<file path="config.mk">
export PLATFORM = sky130hd
export DESIGN_NAME = cpu_run_ctrl_flat
export DESIGN_NICKNAME = d
export VERILOG_FILES = /design/src/rtl/cpu_run_if.sv /design/src/rtl/cpu_run_ctrl.sv /design/src/flat_wrapper.sv
export SDC_FILE = /design/constraint.sdc
export NUM_CORES = 1
export LEC_CHECK = 0
export CORE_MARGIN = 4
export CORE_UTILIZATION = 45
export CTS_CLUSTER_SIZE = 16
export DETAILED_ROUTE_END_ITERATION = 10
export MAX_ROUTING_LAYER = met4
export PLACE_DENSITY = 0.72
export SLEW_MARGIN = 30
export SYNTH_ARGS = -nofsm -noshare
export SYNTH_HDL_FRONTEND = slang
export SYNTH_SLANG_ARGS = --single-unit
export TNS_END_PERCENT = 5
</file>
<file path="constraint.sdc">
create_clock -name clk -period 2.6 [get_ports clk]
set_input_delay 0.52 -clock clk [delete_from_list [all_inputs] [get_ports clk]]
set_output_delay 0.52 -clock clk [all_outputs]
set_load 0.005 [all_outputs]
</file>
<file path="src/rtl/cpu_run_if.sv">
// Run-controller bus: start/pc/breakpoint inputs from the host side, run status back to it.
// master = host or bench driving the controller, slave = cpu_run_ctrl.
interface cpu_run_if #(
    parameter int CNT_W = 32
);
    logic             start;
    logic [31:0]      pc;
    logic [31:0]      bp_pc;
    logic             bp_en;
    logic             cpu_rst;
    logic             running;
    logic             done;
    logic             timeout;
    logic             bp_hit;
    logic [CNT_W-1:0] cycle_count;

    modport master (
        output start, pc, bp_pc, bp_en,
        input  cpu_rst, running, done, timeout, bp_hit, cycle_count
    );

    modport slave (
        input  start, pc, bp_pc, bp_en,
        output cpu_rst, running, done, timeout, bp_hit, cycle_count
    );
endinterface

</file>
<file path="src/rtl/cpu_run_ctrl.sv">
// Run controller for the mips core: holds reset, counts cycles, detects a PC self-loop halt,
// drains the pipeline and reports done or timeout. Optional breakpoint stop: RUN_CTRL_BREAKPOINT_EN.
module cpu_run_ctrl #(
    parameter int RST_CYCLES   = 4,
    parameter int HALT_REPEAT  = 3,
    parameter int DRAIN_CYCLES = 5,
    parameter int MAX_CYCLES   = 100000,
    parameter int CNT_W        = 32
) (
    input logic     clk,
    input logic     reset,
    cpu_run_if.slave bus
);

    localparam int HW = (RST_CYCLES > 1) ? $clog2(RST_CYCLES) : 1;
    localparam int SW = $clog2(HALT_REPEAT + 1);
    localparam int RW = $clog2(MAX_CYCLES + 1);
    localparam int DW = (DRAIN_CYCLES > 1) ? $clog2(DRAIN_CYCLES) : 1;

    typedef enum logic [2:0] {IDLE, HOLD, RUN, DRAIN, DONE, TIMEOUT} state_e;

    state_e           state_q;
    logic             cpu_rst_q, running_q, done_q, timeout_q, bp_hit_q, bp_seen_q;
    logic [CNT_W-1:0] cnt_q, cnt_d;
    logic [HW-1:0]    hold_q;
    logic [SW-1:0]    same_q, same_d;
    logic [RW-1:0]    run_q, run_d;
    logic [DW-1:0]    drain_q;
    logic [31:0]      pc_q;
    logic             halt_d, bp_d, stop_d;

    function automatic logic [CNT_W-1:0] sat_inc(input logic [CNT_W-1:0] v);
        return (&v) ? v : v + CNT_W'(1);
    endfunction

    // Previous-cycle pc; validity is qualified by run_q, so no reset needed.
    always_ff @(posedge clk) begin
        pc_q <= bus.pc;
    end

    always_comb begin
        cnt_d  = sat_inc(cnt_q);
        run_d  = run_q + RW'(1);
        same_d = SW'(1);
        if (run_q != '0 && bus.pc == pc_q) same_d = same_q + SW'(1);
        halt_d = (same_d >= SW'(HALT_REPEAT));
`ifdef RUN_CTRL_BREAKPOINT_EN
        bp_d   = bus.bp_en && (bus.pc == bus.bp_pc);
`else
        bp_d   = 1'b0;
`endif
        stop_d = halt_d | bp_d;
    end

`ifndef RUN_CTRL_BREAKPOINT_EN
    logic unused_bp;
    assign unused_bp = ^{bus.bp_en, bus.bp_pc};
`endif

    always_ff @(posedge clk or negedge reset) begin
        if (!reset) begin
            state_q   <= IDLE;
            cpu_rst_q <= 1'b1;
            running_q <= 1'b0;
            done_q    <= 1'b0;
            timeout_q <= 1'b0;
            bp_hit_q  <= 1'b0;
            bp_seen_q <= 1'b0;
            cnt_q     <= '0;
            hold_q    <= '0;
            same_q    <= '0;
            run_q     <= '0;
            drain_q   <= '0;
        end else begin
            case (state_q)
                IDLE, DONE, TIMEOUT: begin
                    if (bus.start) begin
                        state_q   <= HOLD;
                        cpu_rst_q <= 1'b1;
                        done_q    <= 1'b0;
                        timeout_q <= 1'b0;
                        bp_hit_q  <= 1'b0;
                        cnt_q     <= '0;
                        hold_q    <= '0;
                    end
                end
                HOLD: begin
                    if (hold_q == HW'(RST_CYCLES - 1)) begin
                        state_q   <= RUN;
                        cpu_rst_q <= 1'b0;
                        running_q <= 1'b1;
                        run_q     <= '0;
                        same_q    <= '0;
                        bp_seen_q <= 1'b0;
                    end else begin
                        hold_q <= hold_q + HW'(1);
                    end
                end
                RUN: begin
                    cnt_q  <= cnt_d;
                    run_q  <= run_d;
                    same_q <= same_d;
                    // Halt/breakpoint take priority over the timeout limit.
                    if (stop_d) begin
                        bp_seen_q <= bp_d;
                        if (DRAIN_CYCLES == 0) begin
                            state_q   <= DONE;
                            running_q <= 1'b0;
                            done_q    <= 1'b1;
                            bp_hit_q  <= bp_d;
                        end else begin
                            state_q <= DRAIN;
                            drain_q <= '0;
                        end
                    end else if (run_d == RW'(MAX_CYCLES)) begin
                        state_q   <= TIMEOUT;
                        running_q <= 1'b0;
                        timeout_q <= 1'b1;
                    end
                end
                DRAIN: begin
                    cnt_q <= cnt_d;
                    if (drain_q == DW'(DRAIN_CYCLES - 1)) begin
                        state_q   <= DONE;
                        running_q <= 1'b0;
                        done_q    <= 1'b1;
                        bp_hit_q  <= bp_seen_q;
                    end else begin
                        drain_q <= drain_q + DW'(1);
                    end
                end
                default: state_q <= IDLE;
            endcase
        end
    end

    assign bus.cpu_rst     = cpu_rst_q;
    assign bus.running     = running_q;
    assign bus.done        = done_q;
    assign bus.timeout     = timeout_q;
    assign bus.bp_hit      = bp_hit_q;
    assign bus.cycle_count = cnt_q;

endmodule

</file>
<file path="src/flat_wrapper.sv">
// flat-port wrapper written by rule: the top's interface ports become plain ports
module cpu_run_ctrl_flat 
#(
    parameter int RST_CYCLES   = 4,
    parameter int HALT_REPEAT  = 3,
    parameter int DRAIN_CYCLES = 5,
    parameter int MAX_CYCLES   = 100000,
    parameter int CNT_W        = 32
)
  (clk, reset, bus_start, bus_pc, bus_bp_pc, bus_bp_en, bus_cpu_rst, bus_running, bus_done, bus_timeout, bus_bp_hit, bus_cycle_count);
  cpu_run_if #(.CNT_W(CNT_W)) bus_i ();
  input logic clk;
  input logic reset;
  input wire logic [$bits(bus_i.start)-1:0] bus_start;
  input wire logic [$bits(bus_i.pc)-1:0] bus_pc;
  input wire logic [$bits(bus_i.bp_pc)-1:0] bus_bp_pc;
  input wire logic [$bits(bus_i.bp_en)-1:0] bus_bp_en;
  output wire logic [$bits(bus_i.cpu_rst)-1:0] bus_cpu_rst;
  output wire logic [$bits(bus_i.running)-1:0] bus_running;
  output wire logic [$bits(bus_i.done)-1:0] bus_done;
  output wire logic [$bits(bus_i.timeout)-1:0] bus_timeout;
  output wire logic [$bits(bus_i.bp_hit)-1:0] bus_bp_hit;
  output wire logic [$bits(bus_i.cycle_count)-1:0] bus_cycle_count;
  assign bus_i.start = bus_start;
  assign bus_i.pc = bus_pc;
  assign bus_i.bp_pc = bus_bp_pc;
  assign bus_i.bp_en = bus_bp_en;
  assign bus_cpu_rst = bus_i.cpu_rst;
  assign bus_running = bus_i.running;
  assign bus_done = bus_i.done;
  assign bus_timeout = bus_i.timeout;
  assign bus_bp_hit = bus_i.bp_hit;
  assign bus_cycle_count = bus_i.cycle_count;
  cpu_run_ctrl #(.RST_CYCLES(RST_CYCLES), .HALT_REPEAT(HALT_REPEAT), .DRAIN_CYCLES(DRAIN_CYCLES), .MAX_CYCLES(MAX_CYCLES), .CNT_W(CNT_W)) u_core (.clk(clk), .reset(reset), .bus(bus_i));
endmodule
</file>
==> results.yml <==
outcome:
  status: "finished clean"
grt:
  grt_max_degree: 64
  first_global_vias: 3993
  grt_first_pass_wirelength_um: 18530
  grt_overflow: 0
  grt.total_usage_pct: 17.71
  antenna_found_initial: 0
floorplanning:
  die_h_um: 112.6
  rows: 37
  dieArea_um2: 12670
  die_w_um: 112.6
  floorplan.initialDensity_pct: 46.82
  core-area_um2: 10510
  io_pins: 105
timing:
  rsz0062_at_grt: "no"
  setup_tns_ns: 0
  report.final.slew_viol_count: 0
  whs_ns: 0.1459
  slew_headroom_pct: 63.84
  finClkSkew_ns: 0.01120
  final_hold_viol_count: 0
  setup_viol: 0
  period_share_pct: 91.42
  period_minus_slack_ns: 2.377
  tightest_slew_ns: 0.5425
  fmax_ghz: 0.4207
synthesis:
  synth.top_cells.by_count: "dfrtp_1 (62), xor2_1 (44), o21ai_0 (43), nand2_1 (42), nor2_1 (41)"
  synthDominantCellAreaShare_pct: 31.54
  netlist_area_um2: 4920
  async_flop_share_pct: 66.32
  yosysMostFrequentCell: "dfrtp_1"
  ys_seq_area_share_pct: 45.09
  synth_edf_count: 0
  synth_top_cell_by_area: "dfrtp_1"
  synthesis.instances: 519
  yosys_warnings: 0
  ys_types: 62
  netlist_top_cells_area: "dfrtp_1 (32%), dfxtp_1 (13%), xor2_1 (7.8%), o21ai_0 (4.4%), nand2_1 (3.2%)"
  synthesis.nets: 594
  ys_dominant_reg_cell: "dfrtp_1"
  syn_avg_cell_area_um2: 9.479
  synth_seq_cells: 95
power_and_ir_drop:
  ir_worst_vdd_mv: 0.3353
  power.total_mw: 3.677
  p_leak_nw: 2.363
  p_per_area_nw_per_um2: 619.8
final_layout:
  drive_above_1_share_pct: 8.953
  n_fill_cell: 923
  multi_input_area_um2: 2482
  final_nets: 662
  num_antenna_cells: 0
  regArea_um2: 2218
  area_growth_pct: 20.60
worst_setup_path:
  cp.required_ns: 2.84
  setup.worst_path.start_class: "register"
  cp_slowest_cell: "or4_4"
  cp_top_family: "simple AND/OR/NAND/NOR gates"
  crit_path_max_incr_delay_ns: 0.59
  crit_buf_inv: 0
  crit_path_end_kind: "register"
  cp.arrival_ns: 2.62
  crit_chain: "ha_1, nand4_1, or4_4, nor4_4, nand4_1, xor2_1, nor2_1"
  critPathKind: "reg -> reg"
  path_common_cell: "nand4_1"
  crit_fanout: 7
detailed_routing:
  postRouteAntennaNets: 0
  first_pass_iters: 4
  drt_wl_total_um: 10640
  wl_per_cell_um: 14.62
  vias_per_cell: 5.548
  drcViolationCount: 0
  vias: 4039
  drt_iter0_markers: 303
clock_network:
  cts-root-buf: "clkbuf_8"
  hold_buffers: 0
  post-cts-setup-buffers: 0
  cts_tree: "done"
  cts_resized: 0
  clk_pin_slew_worst_paths_ns: 0.10
  insertion_delay_ns: 0.35
  cts_buffers: 9
  clock_sinks: 95
  htree_levels: 3
  cts_buffer_depth: 2
placed_design:
  io_buffers: 70
  gp_congestion: 0.8795
  hpwl_um: 7780
flow_run:
  drv_cap: 0
hold_path:
  hp-class: "in -> async"
final timing paths:
kind                                      startpoint                    endpoint  slack [ns]  cells after the start
min reg2reg                       u_core.bus.cpu_rst          u_core.bus.cpu_rst        0.52                      2
min in group clk                  u_core.bus.cpu_rst          u_core.bus.cpu_rst        0.52                      2
min                                            reset   u_core.bus.cycle_count[2]        0.15                      2
max reg2reg                u_core.bus.cycle_count[0]  u_core.bus.cycle_count[28]        0.22                      7
max in group asynchronous                      reset          u_core.bus.cpu_rst        2.11                      2
max                        u_core.bus.cycle_count[0]  u_core.bus.cycle_count[28]        0.22                      7
layer usage:
metal | track usage (%) | vias to the layer above | routed length [um]
met5 | - | - | 0
met4 | 4.888 | 0 | 85
met3 | 2.642 | 8 | 510
met2 | 28.99 | 108 | 5197
met1 | 22.95 | 1923 | 4846
li1 | - | 2000 | -
flip-flops by register name (all words and copies together) (netlist names), 2 cells and up:
register	cells
u_core.bus.cycle_count	32
u_core.pc_q	32
u_core.run_q	17
u_core.drain_q	3
u_core.state_q	3
u_core.hold_q	2
u_core.same_q	2
through the flow:
| stage | std cells | instance area, um2 | setup slack [ns] | utilization (%) |
|---|---|---|---|---|
| floorplan | 519 | 4920 | 0.4313 | - |
| global placement | 712 | 5718 | 0.1098 | 54.41 |
| detailed placement | 712 | 5718 | 0.04089 | 54.41 |
| CTS | 728 | 5922 | 0.08668 | 56.35 |
| global route | 728 | 5933 | 0.03835 | 56.46 |
| finish | 728 | 5933 | 0.2231 | 56.46 |
cell usage in the layout, fill, tap and decap left out, drive strengths merged, types with 2 or more instances in the layout:
cell,instances
clkdlybuf4s50,69
dfrtp,62
xor2,44
o21ai,43
nand2,42
nor2,41
dfxtp,32
nand3,25
a21oi,23
nand4,21
nor4,21
buf,16
inv,15
nor3,14
xnor2,14
clkbuf,10
and4,9
nand2b,8
and3,7
ha,7
and2,6
a22o,5
o31ai,5
a21o,4
a31oi,4
nor2b,3
or3,3
a41oi,3
a211oi,3
mux2i,3
or4,3
nor4b,2
o211ai,2
a22oi,2
nor3b,2
o2111ai,2
o31a,2
cell families (layout without fill, tap and decap cells):
| family | after synthesis | in the layout | share of synthesized area, % |
|---|---|---|---|
| simple gates | 211 | 211 | 23.83 |
| compound gates | 106 | 106 | 13.61 |
| buf+inv | 38 | 111 | 4.680 |
| fa+ha+maj | 7 | 7 | 1.780 |
| xor+xnor | 58 | 58 | 10.33 |
| mux | 3 | 3 | 0.6104 |
| flops | 95 | 95 | 45.09 |
| other cells | 1 | 1 | 0.07622 |
power by group:
| group | internal [mW] | switching [mW] |
|---|---|---|
| Sequential | 1.59 | 0.152 |
| Clock | 0.429 | 0.553 |
| Combinational | 0.413 | 0.535 |
| Total | 2.44 | 1.24 |
layout make-up:
type | instances | area share, %
clock buffer | 10 | 2.509
clock inverter | 6 | 0.9279
inverter | 10 | 0.6326
multi-input combinational | 386 | 41.84
sequential | 95 | 37.39
tap | 136 | 2.868
timing repair buffer | 85 | 13.83
(Power assumes the default switching activity.)
